**config.mk**
```make
export PLATFORM = sky130hd
export DESIGN_NAME = fpga_mem_bridge_flat
export DESIGN_NICKNAME = d
export VERILOG_FILES = /design/src/rtl/fpga_mem_bridge_if.sv /design/src/rtl/fpga_mem_bridge.sv /design/src/flat_wrapper.sv
export SDC_FILE = /design/constraint.sdc
export NUM_CORES = 1
export LEC_CHECK = 0
export ABC_AREA = 1
export BUFFER_PORTS_ARGS = -buffer_cell sky130_fd_sc_hd__buf_2
export CAP_MARGIN = 15
export CORE_UTILIZATION = 27
export DETAILED_ROUTE_END_ITERATION = 10
export GPL_ROUTABILITY_DRIVEN = 0
export PLACE_DENSITY = 0.43
export SLEW_MARGIN = 20
export SYNTH_ARGS = -nofsm -noshare
export SYNTH_HDL_FRONTEND = slang
export SYNTH_SLANG_ARGS = --single-unit
```
**constraint.sdc**
```tcl
create_clock -name hz100 -period 2.94 [get_ports hz100]
set_input_delay 0.294 -clock hz100 [delete_from_list [all_inputs] [get_ports hz100]]
set_output_delay 0.294 -clock hz100 [all_outputs]
set_load 0.03 [all_outputs]
```
**src/rtl/fpga_mem_bridge_if.sv**
```systemverilog
// Signal bundle between the calculator front-end, the shared data-memory port
// and the FPGA memory bridge. The bridge uses the master view; its environment uses slave.
interface fpga_mem_bridge_if #(
    parameter int AW = 32,
    parameter int DW = 32
);

    logic          fpga_wr_en;
    logic [AW-1:0] fpga_wr_addr;
    logic [DW-1:0] fpga_wr_data;
    logic          fpga_rd_en;
    logic [AW-1:0] fpga_rd_addr;
    logic          cpu_run_req;
    logic          cpu_mem_req;
    logic [DW-1:0] mem_rdata;

    logic          fpga_sel;
    logic          mem_we;
    logic          mem_re;
    logic [AW-1:0] mem_addr;
    logic [DW-1:0] mem_wdata;
    logic [DW-1:0] rd_data;
    logic          rd_valid;
    logic          cpu_run;
    logic          fifo_full;
    logic          overflow;

    modport master (
        input  fpga_wr_en,
        input  fpga_wr_addr,
        input  fpga_wr_data,
        input  fpga_rd_en,
        input  fpga_rd_addr,
        input  cpu_run_req,
        input  cpu_mem_req,
        input  mem_rdata,
        output fpga_sel,
        output mem_we,
        output mem_re,
        output mem_addr,
        output mem_wdata,
        output rd_data,
        output rd_valid,
        output cpu_run,
        output fifo_full,
        output overflow
    );

    modport slave (
        output fpga_wr_en,
        output fpga_wr_addr,
        output fpga_wr_data,
        output fpga_rd_en,
        output fpga_rd_addr,
        output cpu_run_req,
        output cpu_mem_req,
        output mem_rdata,
        input  fpga_sel,
        input  mem_we,
        input  mem_re,
        input  mem_addr,
        input  mem_wdata,
        input  rd_data,
        input  rd_valid,
        input  cpu_run,
        input  fifo_full,
        input  overflow
    );

endinterface

```
**src/rtl/fpga_mem_bridge.sv**
```systemverilog
// FPGA side of the shared data-memory port: turns level-style front-end writes into
// queued single-cycle stores, serves result reads and holds the CPU until operands land.
module fpga_mem_bridge #(
    parameter int DEPTH = 4,
    parameter int AW    = 32,
    parameter int DW    = 32
) (
    input  logic              hz100,
    input  logic              reset,
    fpga_mem_bridge_if.master bus
);

    localparam int IW = $clog2(DEPTH);
    localparam int PW = IW + 1;

    typedef enum logic [1:0] {
        IDLE,
        WRITE,
        READ,
        RWAIT
    } state_t;

    state_t state_q, state_d;

    logic          prev_wr_en_q, prev_wr_en_d;
    logic [AW-1:0] prev_wr_addr_q, prev_wr_addr_d;
    logic [DW-1:0] prev_wr_data_q, prev_wr_data_d;
    logic          prev_rd_en_q, prev_rd_en_d;
    logic [AW-1:0] prev_rd_addr_q, prev_rd_addr_d;

    logic          cap_valid_q, cap_valid_d;
    logic [AW-1:0] cap_addr_q, cap_addr_d;
    logic [DW-1:0] cap_data_q, cap_data_d;

    logic [AW+DW-1:0] fifo_mem_q [DEPTH];
    logic [AW+DW-1:0] fifo_mem_d [DEPTH];
    logic [PW-1:0]    wr_ptr_q, wr_ptr_d;
    logic [PW-1:0]    rd_ptr_q, rd_ptr_d;
    logic             overflow_q, overflow_d;

    logic          rd_pend_q, rd_pend_d;
    logic [AW-1:0] rd_addr_q, rd_addr_d;

    logic          fpga_sel_q, fpga_sel_d;
    logic          mem_we_q, mem_we_d;
    logic          mem_re_q, mem_re_d;
    logic [AW-1:0] mem_addr_q, mem_addr_d;
    logic [DW-1:0] mem_wdata_q, mem_wdata_d;
    logic [DW-1:0] rd_data_q, rd_data_d;
    logic          rd_valid_q, rd_valid_d;
    logic          cpu_run_q, cpu_run_d;

    logic             capture;
    logic             rd_arm;
    logic             fifo_empty;
    logic             fifo_full;
    logic             push;
    logic             pop;
    logic [AW+DW-1:0] fifo_head;

    // A held request level produces one entry; only a fresh level or new values count.
    always_comb begin
        capture    = bus.fpga_wr_en && (!prev_wr_en_q ||
                                        (bus.fpga_wr_addr != prev_wr_addr_q) ||
                                        (bus.fpga_wr_data != prev_wr_data_q));
        rd_arm     = bus.fpga_rd_en && (!prev_rd_en_q ||
                                        (bus.fpga_rd_addr != prev_rd_addr_q));
        fifo_empty = (wr_ptr_q == rd_ptr_q);
        fifo_full  = (wr_ptr_q[PW-1] != rd_ptr_q[PW-1]) &&
                     (wr_ptr_q[IW-1:0] == rd_ptr_q[IW-1:0]);
        fifo_head  = fifo_mem_q[rd_ptr_q[IW-1:0]];
    end

    always_comb begin
        state_d = state_q;
        case (state_q)
            IDLE: begin
                if (!bus.cpu_mem_req) begin
                    if (!fifo_empty) begin
                        state_d = WRITE;
                    end else if (rd_pend_q) begin
                        state_d = READ;
                    end
                end
            end
            WRITE:   state_d = IDLE;
            READ:    state_d = RWAIT;
            RWAIT:   state_d = IDLE;
            default: state_d = IDLE;
        endcase
    end

    // Port outputs are registered from the next state so the CPU sees ownership early;
    // the head entry is therefore popped on the edge that enters WRITE.
    always_comb begin
        prev_wr_en_d   = bus.fpga_wr_en;
        prev_wr_addr_d = bus.fpga_wr_addr;
        prev_wr_data_d = bus.fpga_wr_data;
        prev_rd_en_d   = bus.fpga_rd_en;
        prev_rd_addr_d = bus.fpga_rd_addr;

        cap_valid_d = capture;
        cap_addr_d  = bus.fpga_wr_addr;
        cap_data_d  = bus.fpga_wr_data;

        push       = cap_valid_q;
        pop        = (state_d == WRITE);
        fifo_mem_d = fifo_mem_q;
        wr_ptr_d   = wr_ptr_q;
        rd_ptr_d   = rd_ptr_q;
        overflow_d = overflow_q;
        if (push) begin
            if (!fifo_full || pop) begin
                fifo_mem_d[wr_ptr_q[IW-1:0]] = {cap_addr_q, cap_data_q};
                wr_ptr_d = wr_ptr_q + PW'(1);
            end else begin
                overflow_d = 1'b1;
            end
        end
        if (pop) begin
            rd_ptr_d = rd_ptr_q + PW'(1);
        end

        rd_pend_d = rd_pend_q;
        rd_addr_d = rd_addr_q;
        if (state_d == READ) begin
            rd_pend_d = 1'b0;
        end
        if (rd_arm) begin
            rd_pend_d = 1'b1;
            rd_addr_d = bus.fpga_rd_addr;
        end

        fpga_sel_d  = (state_d == WRITE) || (state_d == READ);
        mem_we_d    = (state_d == WRITE);
        mem_re_d    = (state_d == READ);
        mem_addr_d  = '0;
        mem_wdata_d = '0;
        if (state_d == WRITE) begin
            {mem_addr_d, mem_wdata_d} = fifo_head;
        end else if (state_d == READ) begin
            mem_addr_d = rd_addr_q;
        end

        rd_data_d  = (state_q == RWAIT) ? bus.mem_rdata : rd_data_q;
        rd_valid_d = (state_q == RWAIT);
        cpu_run_d  = bus.cpu_run_req && fifo_empty && !cap_valid_q && !capture &&
                     (state_q != WRITE);
    end

    always_ff @(posedge hz100) begin
        if (reset) begin
            state_q        <= IDLE;
            prev_wr_en_q   <= 1'b0;
            prev_wr_addr_q <= '0;
            prev_wr_data_q <= '0;
            prev_rd_en_q   <= 1'b0;
            prev_rd_addr_q <= '0;
            cap_valid_q    <= 1'b0;
            cap_addr_q     <= '0;
            cap_data_q     <= '0;
            fifo_mem_q     <= '{default: '0};
            wr_ptr_q       <= '0;
            rd_ptr_q       <= '0;
            overflow_q     <= 1'b0;
            rd_pend_q      <= 1'b0;
            rd_addr_q      <= '0;
            fpga_sel_q     <= 1'b0;
            mem_we_q       <= 1'b0;
            mem_re_q       <= 1'b0;
            mem_addr_q     <= '0;
            mem_wdata_q    <= '0;
            rd_data_q      <= '0;
            rd_valid_q     <= 1'b0;
            cpu_run_q      <= 1'b0;
        end else begin
            state_q        <= state_d;
            prev_wr_en_q   <= prev_wr_en_d;
            prev_wr_addr_q <= prev_wr_addr_d;
            prev_wr_data_q <= prev_wr_data_d;
            prev_rd_en_q   <= prev_rd_en_d;
            prev_rd_addr_q <= prev_rd_addr_d;
            cap_valid_q    <= cap_valid_d;
            cap_addr_q     <= cap_addr_d;
            cap_data_q     <= cap_data_d;
            fifo_mem_q     <= fifo_mem_d;
            wr_ptr_q       <= wr_ptr_d;
            rd_ptr_q       <= rd_ptr_d;
            overflow_q     <= overflow_d;
            rd_pend_q      <= rd_pend_d;
            rd_addr_q      <= rd_addr_d;
            fpga_sel_q     <= fpga_sel_d;
            mem_we_q       <= mem_we_d;
            mem_re_q       <= mem_re_d;
            mem_addr_q     <= mem_addr_d;
            mem_wdata_q    <= mem_wdata_d;
            rd_data_q      <= rd_data_d;
            rd_valid_q     <= rd_valid_d;
            cpu_run_q      <= cpu_run_d;
        end
    end

    assign bus.fpga_sel  = fpga_sel_q;
    assign bus.mem_we    = mem_we_q;
    assign bus.mem_re    = mem_re_q;
    assign bus.mem_addr  = mem_addr_q;
    assign bus.mem_wdata = mem_wdata_q;
    assign bus.rd_data   = rd_data_q;
    assign bus.rd_valid  = rd_valid_q;
    assign bus.cpu_run   = cpu_run_q;
    assign bus.fifo_full = fifo_full;
    assign bus.overflow  = overflow_q;

endmodule
```
**src/flat_wrapper.sv**
```systemverilog
// flat-port wrapper written by rule: the top's interface ports become plain ports
module fpga_mem_bridge_flat 
#(
    parameter int DEPTH = 4,
    parameter int AW    = 32,
    parameter int DW    = 32
)
  (hz100, reset, bus_fpga_wr_en, bus_fpga_wr_addr, bus_fpga_wr_data, bus_fpga_rd_en, bus_fpga_rd_addr, bus_cpu_run_req, bus_cpu_mem_req, bus_mem_rdata, bus_fpga_sel, bus_mem_we, bus_mem_re, bus_mem_addr, bus_mem_wdata, bus_rd_data, bus_rd_valid, bus_cpu_run, bus_fifo_full, bus_overflow);
  fpga_mem_bridge_if #(.AW(AW), .DW(DW)) bus_i ();
  input  logic hz100;
  input  logic reset;
  input wire logic [$bits(bus_i.fpga_wr_en)-1:0] bus_fpga_wr_en;
  input wire logic [$bits(bus_i.fpga_wr_addr)-1:0] bus_fpga_wr_addr;
  input wire logic [$bits(bus_i.fpga_wr_data)-1:0] bus_fpga_wr_data;
  input wire logic [$bits(bus_i.fpga_rd_en)-1:0] bus_fpga_rd_en;
  input wire logic [$bits(bus_i.fpga_rd_addr)-1:0] bus_fpga_rd_addr;
  input wire logic [$bits(bus_i.cpu_run_req)-1:0] bus_cpu_run_req;
  input wire logic [$bits(bus_i.cpu_mem_req)-1:0] bus_cpu_mem_req;
  input wire logic [$bits(bus_i.mem_rdata)-1:0] bus_mem_rdata;
  output wire logic [$bits(bus_i.fpga_sel)-1:0] bus_fpga_sel;
  output wire logic [$bits(bus_i.mem_we)-1:0] bus_mem_we;
  output wire logic [$bits(bus_i.mem_re)-1:0] bus_mem_re;
  output wire logic [$bits(bus_i.mem_addr)-1:0] bus_mem_addr;
  output wire logic [$bits(bus_i.mem_wdata)-1:0] bus_mem_wdata;
  output wire logic [$bits(bus_i.rd_data)-1:0] bus_rd_data;
  output wire logic [$bits(bus_i.rd_valid)-1:0] bus_rd_valid;
  output wire logic [$bits(bus_i.cpu_run)-1:0] bus_cpu_run;
  output wire logic [$bits(bus_i.fifo_full)-1:0] bus_fifo_full;
  output wire logic [$bits(bus_i.overflow)-1:0] bus_overflow;
  assign bus_i.fpga_wr_en = bus_fpga_wr_en;
  assign bus_i.fpga_wr_addr = bus_fpga_wr_addr;
  assign bus_i.fpga_wr_data = bus_fpga_wr_data;
  assign bus_i.fpga_rd_en = bus_fpga_rd_en;
  assign bus_i.fpga_rd_addr = bus_fpga_rd_addr;
  assign bus_i.cpu_run_req = bus_cpu_run_req;
  assign bus_i.cpu_mem_req = bus_cpu_mem_req;
  assign bus_i.mem_rdata = bus_mem_rdata;
  assign bus_fpga_sel = bus_i.fpga_sel;
  assign bus_mem_we = bus_i.mem_we;
  assign bus_mem_re = bus_i.mem_re;
  assign bus_mem_addr = bus_i.mem_addr;
  assign bus_mem_wdata = bus_i.mem_wdata;
  assign bus_rd_data = bus_i.rd_data;
  assign bus_rd_valid = bus_i.rd_valid;
  assign bus_cpu_run = bus_i.cpu_run;
  assign bus_fifo_full = bus_i.fifo_full;
  assign bus_overflow = bus_i.overflow;
  fpga_mem_bridge #(.DEPTH(DEPTH), .AW(AW), .DW(DW)) u_core (.hz100(hz100), .reset(reset), .bus(bus_i));
endmodule
```
# Word level (Yosys, flattened, before mapping)
# Index checks and enable logic that the tools add are counted.
# Widths: inputs -> output; s select.
[word_totals] register_bits=498 out_inout_bits=103 mem_bits_ro=0 mem_bits_rw=0 wordCells=83 in_bits=134 latchBits=0 mem_count=0
[op_classes] n_bitwise=4 add_sub_neg=2 multipliers=0 reduce_logical=24 n_eq_ne=12 n_div=0 order_cmp=3 muxes=14 shifts=0
[op_table] cell="$bwmux 256" count=1
[op_table] cell="$mux 64" count=3
[op_table] cell="$bmux 64 s2" count=1
[op_table] cell="$demux 64 s2" count=1
[op_table] cell="$ne 32x32->1" count=3
[op_table] cell="$mux 32" count=2
[op_table] cell="$logic_and 1x1->1" count=8
[op_table] cell="$add 3x1->3 const B" count=2
[op_table] cell="$eq 2x2->1 const B" count=3
[op_table] cell="$ge 3x3->1 const B" count=2
[op_table] cell="$mux 2" count=3
[op_table] cell="$not 2->3" count=2
[op_table] cell="$pmux 2 s3" count=1
[op_table] cell="$logic_not 1->1" count=5
[op_table] cell="$logic_or 1x1->1" count=5
[op_table] cell="$eq 2x1->1 const B" count=2
[op_table] cell="$reduce_and 2->1" count=2
[op_table] cell="$reduce_or 2->1" count=2
[op_table] cell="$eq 3x3->1" count=1
[op_table] cell="$lt 3x1->1 const B" count=1
[op_table] cell="$eq 2x2->1" count=1
[op_table] cell="$logic_not 2->1" count=1
[op_table] cell="$mux 1" count=2
[op_table] cell="$ne 2x1->1 const B" count=1
[op_table] cell="other kinds (3)" count=4

# Logic depth before layout (Yosys ltp)
# Gate-level depths: netlist (run 1).
[depth] word_depth=8 depth_mapped=18 mapped_depth_nobuf=16

# Worst setup path after synthesis (run 1)
# OpenSTA, ideal clock, no wires.
[synth_path] kind="register to register" start="register u_core.rd_ptr_q[0]" end="register u_core.fifo_mem_q[10] in the netlist's numbering" path_slack_ps=641 stages_incl_launch_ff=18 n_path_buf=2 setup_time_ps=70 synth_period_minus_slack_ps=2299 required_time_ps=2870 arrival_time_ps=2228 cell_sequence="dfxtp_1 > xnor2_1 > and2_1 > inv_1 > nor2_1 > nand3_1 > nand2_1 > inv_1 > ha_1 > clkbuf_1 > inv_1 > nand3_1 > nand2_2 > inv_4 > nand2_2 > clkbuf_1 > nand2_1 > a21oi_1"
[synth_via] elab_chain_len=7 elab_cells_between_ends=10 cone_classes="eq/ne (3); mux (3); reduce/logical (4)"
[synth_lines] element="start, declared" line_no="fpga_mem_bridge.sv:38" text="logic [PW-1:0] rd_ptr_q, rd_ptr_d;"
[synth_lines] element="start signal, assigned" line_no="fpga_mem_bridge.sv:188" text="rd_ptr_q <= rd_ptr_d;"
[synth_lines] element="$eq 3x3->1" line_no="fpga_mem_bridge.sv:68" text="fifo_empty = (wr_ptr_q == rd_ptr_q);"
[synth_lines] element="$mux 2" line_no="fpga_mem_bridge.sv:79" text="if (!fifo_empty) begin"
[synth_lines] element="$mux 2" line_no="fpga_mem_bridge.sv:78" text="if (!bus.cpu_mem_req) begin"
[synth_lines] element="$pmux 2 s3" line_no="fpga_mem_bridge.sv:76" text="case (state_q)"
[synth_lines] element="named net u_core.state_d[1]" line_no="fpga_mem_bridge.sv:23" text="state_t state_q, state_d;"
[synth_lines] element="$eq 2x1->1"
[synth_lines] element="named net u_core.mem_we_d" line_no="fpga_mem_bridge.sv:45" text="logic mem_we_q, mem_we_d;"
[synth_lines] element="$logic_or 1x1->1" line_no="fpga_mem_bridge.sv:113" text="if (!fifo_full || pop) begin"
[synth_lines] element="$reduce_and 2->1 (no line)"
[synth_lines] element="end signal, assigned" line_no="fpga_mem_bridge.sv:186" text="fifo_mem_q <= fifo_mem_d;"
[synth_lines] element="end, declared" line_no="fpga_mem_bridge.sv:35" text="logic [AW+DW-1:0] fifo_mem_q [DEPTH];"
# The timed path passes the listed nets, and every way through them passes these cells.
# A chain may end at the register's enable or synchronous reset.

# Worst setup path after layout (run 1)
[layout_path] start="register u_core.rd_ptr_q[0]" end="register u_core.fifo_mem_q[75] in the netlist's numbering"
# Same word-level chain as after synthesis.

==> flow_metrics.tcl, run 1 <==
set metrics [dict create \
    fin_worst_skew_ns 0.0158 \
    clockBufferDepth 3 \
    slowest_stage "buf_16" \
    critPathMaxFanout 188 \
    rr_worst_depth 15 \
    whs_path_depth 2 \
    fin_util_pct 34.6 \
    rows 100 \
    drv_cap 0 \
    numCtsBuffers 59 \
    crit_path_max_incr_delay_ns 0.51 \
    yosysUniqueCellTypes 26 \
    avgSynthCellArea_um2 7.28 \
    grt_max_degree 189 \
    drive_gt1_share_pct 14.2 \
    maxSlewViolCount 0 \
    synth_fp_nets 2928 \
    timing.critical_path.buf_inv 5 \
    worst_pin_slew_ns 1.06 \
    worst-setup-path-type "reg2reg" \
    drc 0 \
    ys_async_sr_fraction_pct 0 \
    antenna_found_initial 3 \
    setup_viol 0 \
    nFillCells 7894 \
    route.detailed.wl_per_inst_um 18.0 \
    r2r-end "u_core.fifo_mem_q[75]" \
    seq_area_frac_synth_pct 49.1 \
    timing.hold.ws_ns 0.0135 \
    drtIter0Drc 1444 \
    syn2layout_area_growth_pct 26.8 \
    hold_path_class "in2reg" \
    crit_path_end "u_core.fifo_mem_q[75]" \
    htreeDepth 2 \
    worst_ir_drop_vdd_mv 0.430 \
    clockPowerShare_pct 40.4 \
    rsz0062_at_grt "yes" \
    hold_viol_final 0 \
    grt_pass1_vias 18700 \
    yosysMostFrequentCell "nor2_1" \
    dpl_worst_slack_ns 0.146 \
    grtUsageTotal_pct 18.7 \
    synth_warnings 0 \
    syn-cell-area_um2 20300 \
    grt-busiest-layer "met2" \
    r2r-start "u_core.rd_ptr_q[0]" \
    finalCritPeriodShare_pct 94.9 \
    grt_pass1_wl_um 112000 \
    power_leakage_nw 10.4 \
    synth_flop_cell "dfxtp_1" \
    comb_power_share_pct 22.2 \
    fin_ws_ns 0.150 \
    power.net_switching_w 0.00640 \
    grt_use_met3_pct 3.15 \
    clkTransAtPathRegs_ns 0.06 \
    ys_ff_latch 498 \
    clkSinkCount 498 \
    synthTopCellsByCount "nor2_1 (508), dfxtp_1 (498), nand2_1 (439)" \
    sw_frac_of_total_pct 32.4 \
    dieArea_um2 76300 \
    die_h_um 276 \
    port_buffers 236 \
    synth_top_area_share_pct 49.1 \
    insertion_delay_ns 0.62 \
    nets 3199 \
    coreArea_um2 74400 \
    synth_edf_count 0 \
    path_cells "xnor2_1 -> and2_1 -> inv_1 -> nor2_1 -> nand3_1 -> nand2_1 -> inv_1 -> ha_1 -> inv_1 -> nand3_1 -> nand2_2 -> inv_6 -> buf_16 -> nand3_1 -> a21oi_1" \
    ff2ff_setup_slack_ns 0.15 \
    synth_top_area_cell "dfxtp_1" \
    dr_total_vias 19500 \
    netlist_top_cells_area "dfxtp_1 (49%), nor2_1 (9.4%), a21oi_1 (8.8%)" \
    grt_overflow 0 \
    power_density_nw_per_um2 768 \
    ios 237 \
    cp.depth 15 \
    endpoint_kind "flop" \
    hpwl_um 44800 \
    floorplan.initialDensity_pct 27.3 \
    relSlewSlack_pct 29.5 \
    p_int_w 0.0134 \
    start_kind "flop" \
    met2_usage_pct 30.2 \
    die_width_um 276 \
    clockRootBuffer "clkbuf_16" \
    drt_pass1_iterations 5 \
    synth_cells 2787 \
    crit_arrival_ns 3.33 \
    cp-startpoint "u_core.rd_ptr_q[0]" \
    routed_wl_um 73200 \
    fmax_mhz 358 \
    pwr-share-seq_pct 37.4 \
    cp_top_family "buffers and inverters" \
    met1_usage_pct 25.8 \
    viasPerCell 4.77 \
    min_period_ns 2.79 \
    status "completed" \
    ant_nets 0 \
    critPathRequiredTime_ns 3.48 \
    cts_tree "done" \
    hp-start "reset" \
]
-- cell usage in the layout (no fill, tap or decap), types with 6 or more instances in the layout --
cell type,n
a31o_2,30
nor2_1,506
o21ai_0,210
buf_2,235
clkinvlp_4,6
nand2_2,6
nand3_1,300
buf_12,16
nand2_1,438
a21oi_1,357
clkbuf_8,12
clkbuf_16,62
xor2_1,9
inv_1,182
clkinv_2,13
dlygate4sd3_1,129
clkbuf_1,7
buf_4,31
bufinv_16,9
dfxtp_1,494
xnor2_1,17
-- cell families (layout without fill, tap and decap cells) --
kind of cell,after synthesis,count (layout),synth area share (%)
xor+xnor,27,27,1.17
compound gates,604,604,15.5
other cells,0,1,0
flops,498,498,49.1
fa+ha+maj,7,7,0.432
buf+inv,390,710,8.45
simple gates,1261,1261,25.3
-- power by group through the flow --
| stage | sequential [W] | clock, W | combinational [W] |
|---|---|---|---|
| floorplan | 0.00787 | 0 | 0.00226 |
| global placement | 0.00753 | 0 | 0.00427 |
| detailed placement | 0.00753 | 0 | 0.00428 |
| CTS | 0.00739 | 0.00821 | 0.00443 |
| global route | 0.00743 | 0.00850 | 0.00483 |
| finish | 0.00739 | 0.00798 | 0.00440 |
-- worst min path at each step --
stage                        endpoint
2_1_floorplan      u_core.bus.cpu_run
3_3_place_gp   u_core.fifo_mem_q[157]
3_5_place_dp      u_core.bus.overflow
4_1_cts           u_core.bus.rd_valid
5_1_grt           u_core.bus.rd_valid
6_report          u_core.bus.rd_valid
-- layout make-up --
cell class | instances | area, µm² | share of cell area [%]
Clock buffer | 81 | 1740 | 6.77
Sequential cell | 498 | 9980 | 38.8
Tap cell | 969 | 1210 | 4.71
Inverter | 187 | 708 | 2.75
Multi-Input combinational cell | 1899 | 8640 | 33.6
Clock inverter | 29 | 393 | 1.53
Timing Repair Buffer | 413 | 3060 | 11.9
Antenna cell | 1 | 2.50 | 0.00972
-- routing by layer --
layer | up-vias | routed length, µm | part of all wire, %
met2 | 590 | 33200 | 45
met4 | 4 | 1300 | 1.8
met1 | 9169 | 34700 | 47
met5 | - | 23 | 0.031
li1 | 9583 | - | -
met3 | 116 | 3970 | 5.4
-- stage by stage --
| step | instance area, µm² | instances | power, W | TNS, ns |
|---|---|---|---|---|
| 4_1_cts | 25700 | 4076 | 0.0200 | 0 |
| 5_1_grt | 25700 | 4077 | 0.0208 | -0.135 |
| 3_3_place_gp | 22300 | 3837 | 0.0118 | 0 |
| 2_1_floorplan | 20300 | 2787 | 0.0101 | 0 |
| 6_report | 25700 | 4077 | 0.0198 | 0 |
| 3_5_place_dp | 22300 | 3837 | 0.0118 | 0 |
-- registers in the layout, summed over array words and instances (netlist names), 2 cells and up --
| signal | count |
|---|---|
| u_core.fifo_mem_q | 256 |
| u_core.bus.mem_addr | 32 |
| u_core.bus.mem_wdata | 32 |
| u_core.bus.rd_data | 32 |
| u_core.prev_rd_addr_q | 32 |
| u_core.prev_wr_addr_q | 32 |
| u_core.prev_wr_data_q | 32 |
| u_core.rd_addr_q | 32 |
| u_core.rd_ptr_q | 3 |
| u_core.wr_ptr_q | 3 |
| u_core.state_q | 2 |
-- timing repair --
action | in CTS | in global routing
setup endpoints to repair | 0 | 213
hold buffers | 129 | 0
endpoints found under the hold margin | 130 | 0
buffers inserted | 0 | 0
gates resized for setup | 0 | 5
Power figures use the tool's default switching activity.
==> run 2: changes to the inputs <==
--- a/config.mk
+++ b/config.mk
@@ -11,6 +11,7 @@
 export CORE_UTILIZATION = 27
 export DETAILED_ROUTE_END_ITERATION = 10
 export GPL_ROUTABILITY_DRIVEN = 0
+export MAX_ROUTING_LAYER = met4
 export PLACE_DENSITY = 0.43
 export SLEW_MARGIN = 20
 export SYNTH_ARGS = -nofsm -noshare
==> run 2 against run 1 <==
Count of clock-buffer cells in the layout unchanged. Via count decreased by 0.38%. Hold slack improved by 0.0012 ns. Clock skew about the same. Setup slack improved by 0.027 ns. Sequential power about the same. Combinational power about the same. Sequential share of layout area about the same. Non-clock buffer count unchanged. Final cell count about the same. Critical path type unchanged. Highest routed layer is now met4. Critical path depth unchanged.
==> flow_metrics.tcl, run 2 (same netlist as run 1, synthesis figures left out) <==
set metrics [dict create \
    status "completed" \
    routed_wl_um 73200 \
    rsz0062_at_grt "yes" \
    cp-startpoint "u_core.rd_ptr_q[0]" \
    final_common_cell "nor2_1" \
    cts_tree "done" \
    hpwl_um 44800 \
    grt_pass1_vias 18600 \
    grt_max_degree 189 \
    r2r-end "u_core.fifo_mem_q[75]" \
    syn2layout_area_growth_pct 26.9 \
    min_period_ns 2.76 \
    die_h_um 276 \
    fmax_mhz 362 \
    finalCritPeriodShare_pct 94.0 \
    port_buffers 236 \
    die_width_um 276 \
    dp.cells 3837 \
    setup_viol 0 \
    r2r-start "u_core.rd_ptr_q[0]" \
    clkSinkCount 498 \
    ios 237 \
    hold_path_class "in2reg" \
    floorplan.initialDensity_pct 27.3 \
    maxSlewViolCount 0 \
    worst-setup-path-type "reg2reg" \
    grt_pass1_wl_um 112000 \
    cp_top_family "buffers and inverters" \
    worst_ir_drop_vdd_mv 0.429 \
    clkTransAtPathRegs_ns 0.06 \
    coreArea_um2 74400 \
    route.detailed.wl_per_inst_um 17.9 \
    clockRootBuffer "clkbuf_16" \
    dieArea_um2 76300 \
    htreeDepth 2 \
    drv_cap 0 \
    ant_nets 0 \
    dr_total_vias 19400 \
    layout_common_cells "nor2_1 (506), dfxtp_1 (494), nand2_1 (438), a21oi_1 (358), nand3_1 (299)" \
    rr_worst_depth 15 \
    placed_cell_area_um2 22300 \
    final_cell_count_no_fill 4079 \
    crit_path_end "u_core.fifo_mem_q[75]" \
    drc 0 \
    power_leakage_nw 10.4 \
    fin_util_pct 34.6 \
    numCtsBuffers 59 \
    power_density_nw_per_um2 768 \
    cp.depth 15 \
    ff2ff_setup_slack_ns 0.18 \
    timing.critical_path.buf_inv 5 \
    relSlewSlack_pct 31.0 \
    final_area_um2 25700 \
    clockBufferDepth 3 \
    endpoint_kind "flop" \
    largest_reg_flops 256 \
    path_cells "xnor2_1 -> and2_1 -> inv_1 -> nor2_1 -> nand3_1 -> nand2_1 -> inv_1 -> ha_1 -> inv_1 -> nand3_1 -> nand2_2 -> inv_6 -> buf_16 -> nand3_1 -> a21oi_1" \
    worst_pin_slew_ns 1.03 \
    insertion_delay_ns 0.62 \
    regMostFlops "u_core.fifo_mem_q" \
    crit_path_max_incr_delay_ns 0.51 \
    hold_viol_final 0 \
    drt_pass1_iterations 6 \
    slowest_stage "buf_16" \
    grtUsageTotal_pct 19.2 \
    critPathMaxFanout 188 \
    rows 100 \
    start_kind "flop" \
    viasPerCell 4.75 \
    crit_arrival_ns 3.30 \
    drtIter0Drc 1489 \
    hp-start "reset" \
    power_w 0.0198 \
    drive_gt1_share_pct 14.2 \
    nets 3199 \
    fin_tns_setup_ns 0 \
    critPathRequiredTime_ns 3.48 \
    antenna_found_initial 3 \
    grt_overflow 0 \
    fin_worst_skew_ns 0.0162 \
]
## run 2: metrics by stage
step	hold WS [ns]	worst slack, ns
2_1_floorplan	0.388	0.641
3_3_place_gp	0.444	0.220
3_5_place_dp	0.444	0.146
4_1_cts	0.00438	0.131
5_1_grt	0.0184	-0.0444
6_report	0.0147	0.177
## run 2: worst min-delay path by stage
stage	to	slack [ns]	cells past startpoint
4_1_cts	u_core.bus.rd_valid	0.004	2
3_3_place_gp	u_core.fifo_mem_q[157]	0.44	2
2_1_floorplan	u_core.bus.cpu_run	0.39	1
6_report	u_core.bus.rd_valid	0.01	2
3_5_place_dp	u_core.bus.overflow	0.44	2
5_1_grt	u_core.bus.rd_valid	0.02	2
## run 2: power breakdown
part | internal [W] | total (W) | switching, W
Clock | 0.00492 | 0.00798 | 0.00306
Sequential | 0.00714 | 0.00738 | 0.000244
Combinational | 0.00130 | 0.00440 | 0.00310
## run 2: layout make-up
type                       count  area, µm²
timing repair buffer         413       3060
antenna                        3       7.51
clock buffer                  81       1740
clock inverter                29        393
fill                        7894      48700
multi-input combinational   1899       8640
sequential                   498       9980
tap                          969       1210
inverter                     187        708
## run 2: per-layer routing
layer	up-vias	share of wire, %	global-route usage [%]
met4	0	1.7	4.27
li1	9578	-	-
met5	-	0	-
met2	569	45	30.2
met1	9138	47	25.9
met3	103	5.5	3.10
## run 2: worst register-to-register path: cells and delay by family (launching register included)
| family | cells | cell delay (ns) |
|---|---|---|
| AO/OA/AOI/OAI | 1 | 0.18 |
| adder cells (fa/ha/maj) | 1 | 0.17 |
| XOR/XNOR | 1 | 0.12 |
| AND/OR/NAND/NOR | 7 | 0.95 |
| buffers and inverters | 5 | 0.89 |
| flip-flops | 1 | 0.35 |
## run 2: what timing repair did
action | CTS | global route
resized for setup | 0 | 5
endpoints found under the setup margin | 0 | 218
hold endpoints to repair | 130 | 0
hold buffers | 129 | 0
buffers inserted | 0 | 0
